==> src/rtl/systolic_mac_if.sv <==
// Operand-stream and result-drain signal bundle for the systolic MAC array.
// The master drives jobs and operands; the slave is the engine.
interface systolic_mac_if #(
   parameter int N          = 4,
   parameter int DATA_WIDTH = 8,
   parameter int K_WIDTH    = 9,
   parameter int ACC_WIDTH  = 2*DATA_WIDTH+K_WIDTH
);
   localparam int RW = (N > 1) ? $clog2(N) : 1;

   logic                    start;
   logic [K_WIDTH-1:0]      k_len;
   logic                    signed_mode;
   logic                    in_valid;
   logic                    in_ready;
   logic [N*DATA_WIDTH-1:0] a_col;
   logic [N*DATA_WIDTH-1:0] b_row;
   logic                    out_valid;
   logic                    out_ready;
   logic [N*ACC_WIDTH-1:0]  out_data;
   logic [RW-1:0]           out_row;
   logic                    busy;
   logic                    done;

   modport master (
      output start, k_len, signed_mode, in_valid, a_col, b_row, out_ready,
      input  in_ready, out_valid, out_data, out_row, busy, done
   );

   modport slave (
      input  start, k_len, signed_mode, in_valid, a_col, b_row, out_ready,
      output in_ready, out_valid, out_data, out_row, busy, done
   );
endinterface

==> src/rtl/systolic_mac_array.sv <==
// NxN output-stationary systolic matrix multiply, C = A * B, with internal operand
// skewing, stallable operand stream and a row-by-row result drain.
//
// state   | meaning
// --------+--------------------------------------------------------------
// S_IDLE  | waiting for start; accumulators cleared when a job is accepted
// S_LOAD  | accepting K operand beats (in_ready=1)
// S_FLUSH | 2N-2 zero beats push the last operands through the array
// S_DRAIN | presenting result rows 0..N-1 under out_ready backpressure
module systolic_mac_array #(
   parameter int N          = 4,
   parameter int DATA_WIDTH = 8,
   parameter int K_WIDTH    = 9,
   parameter int ACC_WIDTH  = 2*DATA_WIDTH+K_WIDTH
) (
   input logic          clk,
   input logic          rst,
   systolic_mac_if.slave bus
);
   localparam int DW         = DATA_WIDTH;
   localparam int PW         = 2*DATA_WIDTH;
   localparam int RW         = (N > 1) ? $clog2(N) : 1;
   localparam int CW         = $clog2(2*N);
   localparam int FLUSH_LAST = (N > 1) ? 2*N-3 : 0;

   typedef enum logic [1:0] {S_IDLE, S_LOAD, S_FLUSH, S_DRAIN} state_t;

   state_t             state;
   logic               in_ready_q;
   logic               out_valid_q;
   logic [RW-1:0]      out_row_q;
   logic               busy_q;
   logic               done_q;
   logic [K_WIDTH-1:0] beat_cnt;
   logic [K_WIDTH-1:0] k_len_l;
   logic [CW-1:0]      flush_cnt;
   logic               signed_l;

   logic en;
   logic clr;

   logic [DW-1:0] a_inj [N];
   logic [DW-1:0] b_inj [N];

   wire [DW-1:0]        a_fwd [N][N];
   wire [DW-1:0]        b_fwd [N][N];
   wire [ACC_WIDTH-1:0] acc   [N][N];

   assign en  = ((state == S_LOAD) && bus.in_valid) || (state == S_FLUSH);
   // done_q blocks a start that arrives in the same cycle as the completion pulse
   assign clr = (state == S_IDLE) && bus.start && !done_q;

   always_ff @(posedge clk) begin
      if (rst) begin
         state       <= S_IDLE;
         in_ready_q  <= 1'b0;
         out_valid_q <= 1'b0;
         out_row_q   <= '0;
         busy_q      <= 1'b0;
         done_q      <= 1'b0;
         beat_cnt    <= '0;
         k_len_l     <= '0;
         flush_cnt   <= '0;
         signed_l    <= 1'b0;
      end else begin
         done_q <= 1'b0;
         case (state)
            S_IDLE: begin
               if (clr) begin
                  k_len_l   <= bus.k_len;
                  signed_l  <= bus.signed_mode;
                  beat_cnt  <= '0;
                  busy_q    <= 1'b1;
                  out_row_q <= '0;
                  if (bus.k_len == '0) begin
                     state       <= S_DRAIN;
                     out_valid_q <= 1'b1;
                  end else begin
                     state      <= S_LOAD;
                     in_ready_q <= 1'b1;
                  end
               end
            end
            S_LOAD: begin
               if (bus.in_valid) begin
                  beat_cnt <= beat_cnt + K_WIDTH'(1);
                  if (beat_cnt == k_len_l - K_WIDTH'(1)) begin
                     in_ready_q <= 1'b0;
                     if (N > 1) begin
                        state     <= S_FLUSH;
                        flush_cnt <= CW'(FLUSH_LAST);
                     end else begin
                        state       <= S_DRAIN;
                        out_valid_q <= 1'b1;
                     end
                  end
               end
            end
            S_FLUSH: begin
               if (flush_cnt == '0) begin
                  state       <= S_DRAIN;
                  out_valid_q <= 1'b1;
               end else begin
                  flush_cnt <= flush_cnt - CW'(1);
               end
            end
            S_DRAIN: begin
               if (bus.out_ready) begin
                  if (out_row_q == RW'(N-1)) begin
                     state       <= S_IDLE;
                     out_valid_q <= 1'b0;
                     busy_q      <= 1'b0;
                     done_q      <= 1'b1;
                     out_row_q   <= '0;
                  end else begin
                     out_row_q <= out_row_q + RW'(1);
                  end
               end
            end
            default: state <= S_IDLE;
         endcase
      end
   end

   assign bus.in_ready  = in_ready_q;
   assign bus.out_valid = out_valid_q;
   assign bus.out_row   = out_row_q;
   assign bus.busy      = busy_q;
   assign bus.done      = done_q;

   // Zeros are injected outside LOAD so the flush drains the array cleanly
   always_comb begin
      for (int i = 0; i < N; i++) begin
         a_inj[i] = (state == S_LOAD) ? bus.a_col[i*DW +: DW] : '0;
         b_inj[i] = (state == S_LOAD) ? bus.b_row[i*DW +: DW] : '0;
      end
   end

   // Row i of A and column i of B both need i stages of delay
   for (genvar i = 0; i < N; i++) begin : g_skew
      if (i == 0) begin : g_direct
         assign a_fwd[0][0] = a_inj[0];
         assign b_fwd[0][0] = b_inj[0];
      end else begin : g_stage
         logic [DW-1:0] a_sk [i];
         logic [DW-1:0] b_sk [i];
         always_ff @(posedge clk) begin
            if (rst) begin
               for (int s = 0; s < i; s++) begin
                  a_sk[s] <= '0;
                  b_sk[s] <= '0;
               end
            end else if (en) begin
               a_sk[0] <= a_inj[i];
               b_sk[0] <= b_inj[i];
               for (int s = 1; s < i; s++) begin
                  a_sk[s] <= a_sk[s-1];
                  b_sk[s] <= b_sk[s-1];
               end
            end
         end
         assign a_fwd[i][0] = a_sk[i-1];
         assign b_fwd[0][i] = b_sk[i-1];
      end
   end

   for (genvar i = 0; i < N; i++) begin : g_row
      for (genvar j = 0; j < N; j++) begin : g_col
         logic [PW-1:0]        a_ext;
         logic [PW-1:0]        b_ext;
         logic [PW-1:0]        prod;
         logic [ACC_WIDTH-1:0] prod_ext;
         logic [ACC_WIDTH-1:0] acc_q;

         // Extending to PW before a PW-bit multiply gives the exact product in either mode
         always_comb begin
            a_ext    = {{DW{signed_l & a_fwd[i][j][DW-1]}}, a_fwd[i][j]};
            b_ext    = {{DW{signed_l & b_fwd[i][j][DW-1]}}, b_fwd[i][j]};
            prod     = a_ext * b_ext;
            prod_ext = {{(ACC_WIDTH-PW){signed_l & prod[PW-1]}}, prod};
         end

         always_ff @(posedge clk) begin
            if (rst || clr) begin
               acc_q <= '0;
            end else if (en) begin
               acc_q <= acc_q + prod_ext;
            end
         end
         assign acc[i][j] = acc_q;

         if (j < N-1) begin : g_apass
            logic [DW-1:0] a_q;
            always_ff @(posedge clk) begin
               if (rst) begin
                  a_q <= '0;
               end else if (en) begin
                  a_q <= a_fwd[i][j];
               end
            end
            assign a_fwd[i][j+1] = a_q;
         end

         if (i < N-1) begin : g_bpass
            logic [DW-1:0] b_q;
            always_ff @(posedge clk) begin
               if (rst) begin
                  b_q <= '0;
               end else if (en) begin
                  b_q <= b_fwd[i][j];
               end
            end
            assign b_fwd[i+1][j] = b_q;
         end
      end
   end

   always_comb begin
      bus.out_data = '0;
      for (int j = 0; j < N; j++) begin
         bus.out_data[j*ACC_WIDTH +: ACC_WIDTH] = acc[out_row_q][j];
      end
   end
endmodule

==> src/flat_wrapper.sv <==
// flat-port wrapper written by rule: the top's interface ports become plain ports
module systolic_mac_array_flat 
#(
   parameter int N          = 4,
   parameter int DATA_WIDTH = 8,
   parameter int K_WIDTH    = 9,
   parameter int ACC_WIDTH  = 2*DATA_WIDTH+K_WIDTH
)
  (clk, rst, bus_start, bus_k_len, bus_signed_mode, bus_in_valid, bus_a_col, bus_b_row, bus_out_ready, bus_in_ready, bus_out_valid, bus_out_data, bus_out_row, bus_busy, bus_done);
  systolic_mac_if #(.N(N), .DATA_WIDTH(DATA_WIDTH), .K_WIDTH(K_WIDTH), .ACC_WIDTH(ACC_WIDTH)) bus_i ();
  input logic clk;
  input logic rst;
  input wire logic [$bits(bus_i.start)-1:0] bus_start;
  input wire logic [$bits(bus_i.k_len)-1:0] bus_k_len;
  input wire logic [$bits(bus_i.signed_mode)-1:0] bus_signed_mode;
  input wire logic [$bits(bus_i.in_valid)-1:0] bus_in_valid;
  input wire logic [$bits(bus_i.a_col)-1:0] bus_a_col;
  input wire logic [$bits(bus_i.b_row)-1:0] bus_b_row;
  input wire logic [$bits(bus_i.out_ready)-1:0] bus_out_ready;
  output wire logic [$bits(bus_i.in_ready)-1:0] bus_in_ready;
  output wire logic [$bits(bus_i.out_valid)-1:0] bus_out_valid;
  output wire logic [$bits(bus_i.out_data)-1:0] bus_out_data;
  output wire logic [$bits(bus_i.out_row)-1:0] bus_out_row;
  output wire logic [$bits(bus_i.busy)-1:0] bus_busy;
  output wire logic [$bits(bus_i.done)-1:0] bus_done;
  assign bus_i.start = bus_start;
  assign bus_i.k_len = bus_k_len;
  assign bus_i.signed_mode = bus_signed_mode;
  assign bus_i.in_valid = bus_in_valid;
  assign bus_i.a_col = bus_a_col;
  assign bus_i.b_row = bus_b_row;
  assign bus_i.out_ready = bus_out_ready;
  assign bus_in_ready = bus_i.in_ready;
  assign bus_out_valid = bus_i.out_valid;
  assign bus_out_data = bus_i.out_data;
  assign bus_out_row = bus_i.out_row;
  assign bus_busy = bus_i.busy;
  assign bus_done = bus_i.done;
  systolic_mac_array #(.N(N), .DATA_WIDTH(DATA_WIDTH), .K_WIDTH(K_WIDTH), .ACC_WIDTH(ACC_WIDTH)) u_core (.clk(clk), .rst(rst), .bus(bus_i));
endmodule
==> config.mk <==
export PLATFORM = sky130hd
export DESIGN_NAME = systolic_mac_array_flat
export DESIGN_NICKNAME = d
export VERILOG_FILES = /design/src/rtl/systolic_mac_if.sv /design/src/rtl/systolic_mac_array.sv /design/src/flat_wrapper.sv
export SDC_FILE = /design/constraint.sdc
export NUM_CORES = 2
export LEC_CHECK = 0
export BUFFER_PORTS_ARGS = -buffer_cell sky130_fd_sc_hd__buf_2
export CAP_MARGIN = 20
export CELL_PAD_IN_SITES_DETAIL_PLACEMENT = 0
export CELL_PAD_IN_SITES_GLOBAL_PLACEMENT = 1
export CORE_ASPECT_RATIO = 1.5
export CORE_UTILIZATION = 46
export DETAILED_ROUTE_END_ITERATION = 7
export GPL_TIMING_DRIVEN = 1
export MAX_ROUTING_LAYER = met4
export PLACE_DENSITY_LB_ADDON = 0.1
export RECOVER_POWER = 50
export SYNTH_ARGS = -nofsm -noshare
export SYNTH_HDL_FRONTEND = slang
export SYNTH_SLANG_ARGS = --single-unit
==> constraint.sdc <==
create_clock -name clk -period 8.16 [get_ports clk]
set_input_delay 0.408 -clock clk [delete_from_list [all_inputs] [get_ports clk]]
set_output_delay 0.408 -clock clk [all_outputs]
set_load 0.005 [all_outputs]
=== Yosys cells after proc, flatten, opt, wreduce, memory -nomap -nowiden ===
Memory sizes are Yosys's and may differ from the RTL's.
Cells that the tools add are included.

* Bits in registers: 622
* Input bits: 79
* Latch bits: 0
* Memory bits (read-only): 0
* Memories kept: 6
* Word-level logic and storage cells: 255
* Memory bits (writable): 96

{| class="wikitable"
|+ Memory list
! name !! depth !! bits a word !! read ports !! clocked after Yosys merged registers in !! wr ports !! RTL line !! RTL
|-
| u_core.g_skew[3].g_stage.a_sk || 3 || 8 || 3 || 0 || 3 || systolic_mac_array.sv:145 || <nowiki>logic [DW-1:0] a_sk [i];</nowiki>
|-
| u_core.g_skew[3].g_stage.b_sk || 3 || 8 || 3 || 0 || 3 || systolic_mac_array.sv:146 || <nowiki>logic [DW-1:0] b_sk [i];</nowiki>
|-
| u_core.g_skew[2].g_stage.a_sk || 2 || 8 || 2 || 0 || 2 || systolic_mac_array.sv:145 ||
|-
| u_core.g_skew[2].g_stage.b_sk || 2 || 8 || 2 || 0 || 2 || systolic_mac_array.sv:146 ||
|-
| u_core.g_skew[1].g_stage.a_sk || 1 || 8 || 1 || 0 || 1 || systolic_mac_array.sv:145 ||
|-
| u_core.g_skew[1].g_stage.b_sk || 1 || 8 || 1 || 0 || 1 || systolic_mac_array.sv:146 ||
|}

* Order comparisons: 1
* Bitwise gates (word level): 62
* Add/sub/neg operators: 20
* Eq/ne operators: 14
* Shift operators: 0
* Reduce and logical (&&, ||, !) cells: 23
* Divide/modulo/power cells: 0
* $mul: 16
* Muxes and demuxes: 63

{| class="wikitable"
|+ Operator list
! cell !! count
|-
| $add A25 B25 Y25 || 16
|-
| $mul A9 B9 Y16 || 16
|-
| $bmux W100 S2 || 1
|-
| $mux W100 || 2
|-
| $mux W8 || 20
|-
| $and A1 B1 Y1 || 48
|-
| $mux W2 || 10
|-
| $mux W1 || 18
|-
| $mux W9 || 2
|-
| $pmux W9 S2 || 1
|-
| $reduce_or A8 Y1 || 2
|-
| $ne A2 B2 Y1 const B || 7
|-
| $reduce_and A6 Y1 || 2
|-
| $or A1 B1 Y1 || 10
|-
| $add A9 B1 Y9 const B || 1
|-
| $eq A9 B9 Y1 || 1
|-
| $logic_not A9 Y1 || 1
|-
| $mux W3 || 3
|-
| $sub A9 B1 Y9 const B || 1
|-
| $pmux W2 S4 || 1
|-
| $reduce_and A4 Y1 || 2
|-
| $eq A2 B2 Y1 const B || 3
|-
| $pmux W3 S2 || 1
|-
| $reduce_and A3 Y1 || 2
|-
| other kinds (19) || 28
|}

=== Longest topological paths before layout ===
* Word-level depth: 8
* Mapped depth: 37
* Depth with buffers taken out: 32

=== Worst setup path before layout ===
OpenSTA, ideal clock, no wires.

* Path type: register to register
* Start point: reg u_core.signed_l
* End point: reg u_core.g_row[0].g_col[3].acc_q[24]
* Clock period less this slack: 8.153 ns
* Path slack: 0.007 ns
* Buffers on the path: 5
* Data required time: 8.032 ns
* Stages on the path, launching flop included: 33
* Data arrival time: 8.026 ns
* Path through: dfxtp_1 -> clkbuf_1 -> clkbuf_1 -> clkbuf_1 -> clkbuf_1 -> buf_1 -> nand3_1 -> fa_1 -> inv_1 -> fa_1 -> inv_1 -> fa_1 -> inv_1 -> fa_1 -> inv_1 -> fa_1 -> inv_1 -> ha_1 -> o21ai_0 -> a21oi_1 -> o2111a_1 -> o21a_1 -> nor3_1 -> ha_1 -> and3_1 -> a221oi_1 -> o21ai_0 -> inv_1 -> nand3_1 -> a2111oi_0 -> nor3_1 -> xnor2_1 -> nor2_1

* Cells in the longest elaborated chain, start to end: 4
* Elaborated cells between the ends (all ways): 5
* Those cells by class: 1 x add/sub; 1 x mul; 3 x bitwise

{| class="wikitable"
|+ Ends and longest elaborated chain
! what !! RTL line !! RTL
|-
| from (decl) || systolic_mac_array.sv:37 || <nowiki>logic signed_l;</nowiki>
|-
| from (signal assigned) || systolic_mac_array.sv:71 || <nowiki>signed_l <= bus.signed_mode;</nowiki>
|-
| $and A1 B1 Y1 (on tied branches) || systolic_mac_array.sv:177, systolic_mac_array.sv:178 ||
|-
| $mul A9 B9 Y16 || systolic_mac_array.sv:179 || <nowiki>prod = a_ext * b_ext;</nowiki>
|-
| $and A1 B1 Y1 || systolic_mac_array.sv:180 || <nowiki>prod_ext = {{(ACC_WIDTH-PW){signed_l & prod[PW-1]}}, prod};</nowiki>
|-
| $add A25 B25 Y25 * || systolic_mac_array.sv:187 || <nowiki>acc_q <= acc_q + prod_ext;</nowiki>
|-
| to (signal assigned) || systolic_mac_array.sv:187 ||
|-
| to (decl) || systolic_mac_array.sv:173 || <nowiki>logic [ACC_WIDTH-1:0] acc_q;</nowiki>
|}

Mark *: on every way between the ends. The rest lies on a longest branch, timed or not.
A chain may end at the register's enable or synchronous reset.

=== Worst setup path after layout ===
* Start point: reg u_core.signed_l
* End point: reg u_core.g_row[2].g_col[0].acc_q[24]

* Cells in the longest elaborated chain, start to end: 4
* Elaborated cells between the ends (all ways): 5
* Those cells by class: 1 x add/sub; 1 x mul; 3 x bitwise

{| class="wikitable"
|+ Ends and longest elaborated chain
! what !! RTL line
|-
| $and A1 B1 Y1 (on tied branches) || systolic_mac_array.sv:177, systolic_mac_array.sv:178
|-
| $mul A9 B9 Y16 || systolic_mac_array.sv:179
|-
| $and A1 B1 Y1 || systolic_mac_array.sv:180
|-
| $add A25 B25 Y25 * || systolic_mac_array.sv:187
|-
| to (signal assigned) || systolic_mac_array.sv:187
|-
| to (decl) || systolic_mac_array.sv:173
|}

Marks and branches as above.

==> impl_metrics.toml <==
[outcome]
result_of_the_run = "finished with violations"
violated_checks = "capacitance limit, slew limit"

[finish]
nets = 12407
multi_input_area_sq_um = 65700
fillCellCount = 18316
layout-drive-gt1-share_pct = 7.38
sequential_cell_area_sq_um = 15300
synthToLayoutAreaGrowth_pct = 8.91

[cts]
cts-buffers-inserted = 90
clk_transition_reported_paths_ns = 0.06
clkSinkCount = 718
clk_root_buffer_cell = "sky130_fd_sc_hd__clkbuf_16"
htreeDepth = 3
worst_skew_pair.late_latency_ns = 0.74
clock_path_buffers = 3
tritoncts = "yes"

[place]
place_congestion = 0.939
portBuffers = 184
detailedPlacementHpwl_microns = 223000

[drt]
antenna_violating_nets_post_route = 0
route.vias.total = 71085
number_of_remaining_drc_errors = 0
finalWirelength_microns = 278000
routedWlPerCell_microns = 21.5
first_pass_iters = 6
drt_initial_violations = 3165
viasPerCell = 5.49

[sta]
final_hold_viol_count = 0
clock_skew_ns = 0.0569
layout_worst_path_cycle_share_pct = 95.2
timing.final.max_slew_violations = 787
tightest_slew_ns = 4.07
timing.final.crit_period_ns = 7.77
max_slew_margin_vs_limit_pct = -172
setup_viol = 0
max_freq_mhz = 129
worst_hold_slack_ns = 0.0333

[pwr]
total_leakage_power_nw = 44.7
ir_drop_mv = 0.259
power.density_nw_per_um2 = 136
total_power_after_layout_mw = 13.1

[die]
floorplan.rows = 196
die_width_microns = 359
design.die.area_sq_um = 193000
start_util_pct = 46.3
ios = 185
fp.coreArea_sq_um = 190000
die_h_microns = 538

[synthesis]
netlist.top_cell.by_area = "sky130_fd_sc_hd__fa_1"
postSynth.asyncResetShare_pct = 0
post_synth_inst_count = 10302
synthFlopType = "sky130_fd_sc_hd__dfxtp_1"
synth_edf_count = 96
synthDistinctLibCells = 86
seq_area_frac_synth_pct = 17.4
synth_warnings = 0
synth_seq_cells = 718
syn-mean-instance-area_sq_um = 8.56
area_of_the_mapped_netlist_sq_um = 88200
synth_area_leaders = "sky130_fd_sc_hd__fa_1, sky130_fd_sc_hd__dfxtp_1, sky130_fd_sc_hd__ha_1"
netlist.area_leader.share_pct = 23.3
synth_fp_nets = 12319

[worst_setup_path]
worstPathMaxFanout = 16
cpMostUsedCell = "sky130_fd_sc_hd__fa_1"
required_time_of_the_worst_setup_path_ns = 8.81
critical_path.slowest_cell = "sky130_fd_sc_hd__fa_1"
worstSetupStartpointType = "register"
critical_path.endpoint_type = "register"
cp_slowest_stage_delay_ns = 0.51
criticalPathCategory = "reg -> reg"
worstPathArrival_ns = 8.42

[grt]
number_of_antenna_violations_at_the_first_check_in_global_routing = 11
largest_net_degree_at_the_start_of_global_routing = 172
overflow = 0
first_pass_grt_wire_length_microns = 426000
first_global_vias = 74721
grt_use_total_pct = 29.5

[worst_hold_path]
min_path_type = "in -> reg"

[job]
timing.max_cap.violations = 12
[final timing paths]
check | depth (start not counted) | slack [ns] | start | to
setup reg to reg | 30 | 0.39 | u_core.signed_l | u_core.g_row[2].g_col[0].acc_q[24]
hold reg to reg | 2 | 0.46 | u_core.g_row[0].g_col[0].g_bpass.b_q[6] | u_core.g_row[0].g_col[0].g_bpass.b_q[6]
setup / recovery | 30 | 0.39 | u_core.signed_l | u_core.g_row[2].g_col[0].acc_q[24]
hold / removal | 2 | 0.03 | bus_a_col[15] | u_core.g_skew[1].g_stage.a_sk[0][7]
[repair_timing]
action                     in CTS  in global routing
buffers inserted                0                  2
hold buffers                   49                  0
hold endpoints to repair       49                  0
gates resized for setup         0                  7
setup endpoints to repair       0                  7
[state kept, by name (all words and copies together), names as in the netlist]
register,flops
u_core.g_skew.g_stage.a_sk,48
u_core.g_row.g_col.acc_q,400
u_core.beat_cnt,9
u_core.bus.out_valid,1
u_core.bus.busy,1
u_core.bus.done,1
u_core.g_row.g_col.g_apass.a_q,96
u_core.bus.in_ready,1
u_core.g_skew.g_stage.b_sk,48
u_core.flush_cnt,3
u_core.g_row.g_col.g_bpass.b_q,96
u_core.signed_l,1
u_core.bus.out_row,2
u_core.state,2
u_core.k_len_l,9
[per-layer routing]
| layer | GRT usage, % | vias up | wire length [microns] |
|---|---|---|---|
| met5 | - | - | 0 |
| met4 | 20.9 | 0 | 23600 |
| met3 | 2.89 | 589 | 8710 |
| met2 | 54.8 | 1456 | 150000 |
| met1 | 28.4 | 35410 | 95900 |
| li1 | - | 33630 | - |
[final cells by class]
class,instances,share of cell area (%)
Timing Repair Buffer,492,3.48
Tap cell,2475,3.22
Inverter,1420,5.55
Clock inverter,42,0.512
Multi-Input combinational cell,7668,68.4
Clock buffer,126,2.81
Sequential cell,718,16.0
Antenna cell,10,0.0261
[cells in the final DEF, fill, tap and decap left out, types with 15 or more instances in the layout]
cell and count:
sky130_fd_sc_hd__a211o_1 19, sky130_fd_sc_hd__nand2b_1 65, sky130_fd_sc_hd__o211ai_1 19, sky130_fd_sc_hd__clkbuf_1 60, sky130_fd_sc_hd__a41o_1 15, sky130_fd_sc_hd__and2_0 28
sky130_fd_sc_hd__nor3_1 79, sky130_fd_sc_hd__or2_2 77, sky130_fd_sc_hd__a311oi_1 17, sky130_fd_sc_hd__fa_1 1024, sky130_fd_sc_hd__o31ai_1 20, sky130_fd_sc_hd__mux4_2 100
sky130_fd_sc_hd__o21a_1 72, sky130_fd_sc_hd__o21bai_1 73, sky130_fd_sc_hd__nor2b_1 58, sky130_fd_sc_hd__buf_2 142, sky130_fd_sc_hd__o21ai_0 243, sky130_fd_sc_hd__a211oi_1 86
sky130_fd_sc_hd__edfxtp_1 96, sky130_fd_sc_hd__clkbuf_16 96, sky130_fd_sc_hd__dlygate4sd3_1 49, sky130_fd_sc_hd__xor2_1 144, sky130_fd_sc_hd__dfxtp_1 621, sky130_fd_sc_hd__or3_1 66
sky130_fd_sc_hd__o21ai_1 33, sky130_fd_sc_hd__nand3_1 151, sky130_fd_sc_hd__clkbuf_8 19, sky130_fd_sc_hd__ha_1 913, sky130_fd_sc_hd__inv_1 1418, sky130_fd_sc_hd__nor2_1 389
sky130_fd_sc_hd__and2_1 542, sky130_fd_sc_hd__buf_4 242, sky130_fd_sc_hd__a21o_1 145, sky130_fd_sc_hd__a31oi_1 39, sky130_fd_sc_hd__clkinv_2 15, sky130_fd_sc_hd__nand2_1 1582
sky130_fd_sc_hd__a21oi_1 782, sky130_fd_sc_hd__xnor2_1 464, sky130_fd_sc_hd__and3_1 192
[worst max-delay path, delay by kind of cell (launching register included)]
kind	cells	cell delay (ns)
AO/OA/AOI/OAI	7	1.56
XOR/XNOR	2	0.28
adder cells (fa/ha/maj)	7	3.09
buffers and inverters	6	0.74
flip-flops	1	0.39
AND/OR/NAND/NOR	8	1.64
[stage by stage]
stage | std cells | instance area, sq um | utilization [%] | worst slack [ns] | TNS, ns
floorplan | 10302 | 88200 | - | 0.00683 | 0
detailed placement | 12722 | 92400 | 48.6 | 0.286 | 0
global route | 12949 | 96000 | 50.5 | -0.00825 | -0.00825
global placement | 12722 | 92400 | 48.6 | 0.274 | 0
CTS | 12939 | 96100 | 50.5 | 0.246 | 0
finish | 12951 | 96000 | 50.5 | 0.389 | 0
[logic make-up after synthesis]
group           synth area share [%]
simple gates                    17.5
compound gates                  12.0
xor+xnor                        6.05
fa+ha+maj                       36.2
mux                             2.69
flops                           17.4
buf+inv                         8.16
[synth_stat cells (73+ instances only)]
cell type,n
sky130_fd_sc_hd__xnor2_1,465
sky130_fd_sc_hd__nand2_1,1583
sky130_fd_sc_hd__xor2_1,144
sky130_fd_sc_hd__ha_1,914
sky130_fd_sc_hd__o21ai_0,243
sky130_fd_sc_hd__edfxtp_1,96
sky130_fd_sc_hd__mux4_2,100
sky130_fd_sc_hd__nor2_1,392
sky130_fd_sc_hd__a21oi_1,782
sky130_fd_sc_hd__dfxtp_1,622
sky130_fd_sc_hd__a21o_1,145
sky130_fd_sc_hd__o21bai_1,73
sky130_fd_sc_hd__fa_1,1024
sky130_fd_sc_hd__a211oi_1,85
sky130_fd_sc_hd__clkbuf_1,462
sky130_fd_sc_hd__and3_1,192
sky130_fd_sc_hd__nor3_1,79
sky130_fd_sc_hd__nand3_1,151
sky130_fd_sc_hd__or2_2,78
sky130_fd_sc_hd__inv_1,1419
sky130_fd_sc_hd__and2_1,572
[report_power, final]
group	internal [mW]	switching [mW]
sequential	3.99	0.647
clock	2.57	1.83
combinational	1.25	2.75
total	7.82	5.23
Note: power is estimated with default switching activity, not from simulation.
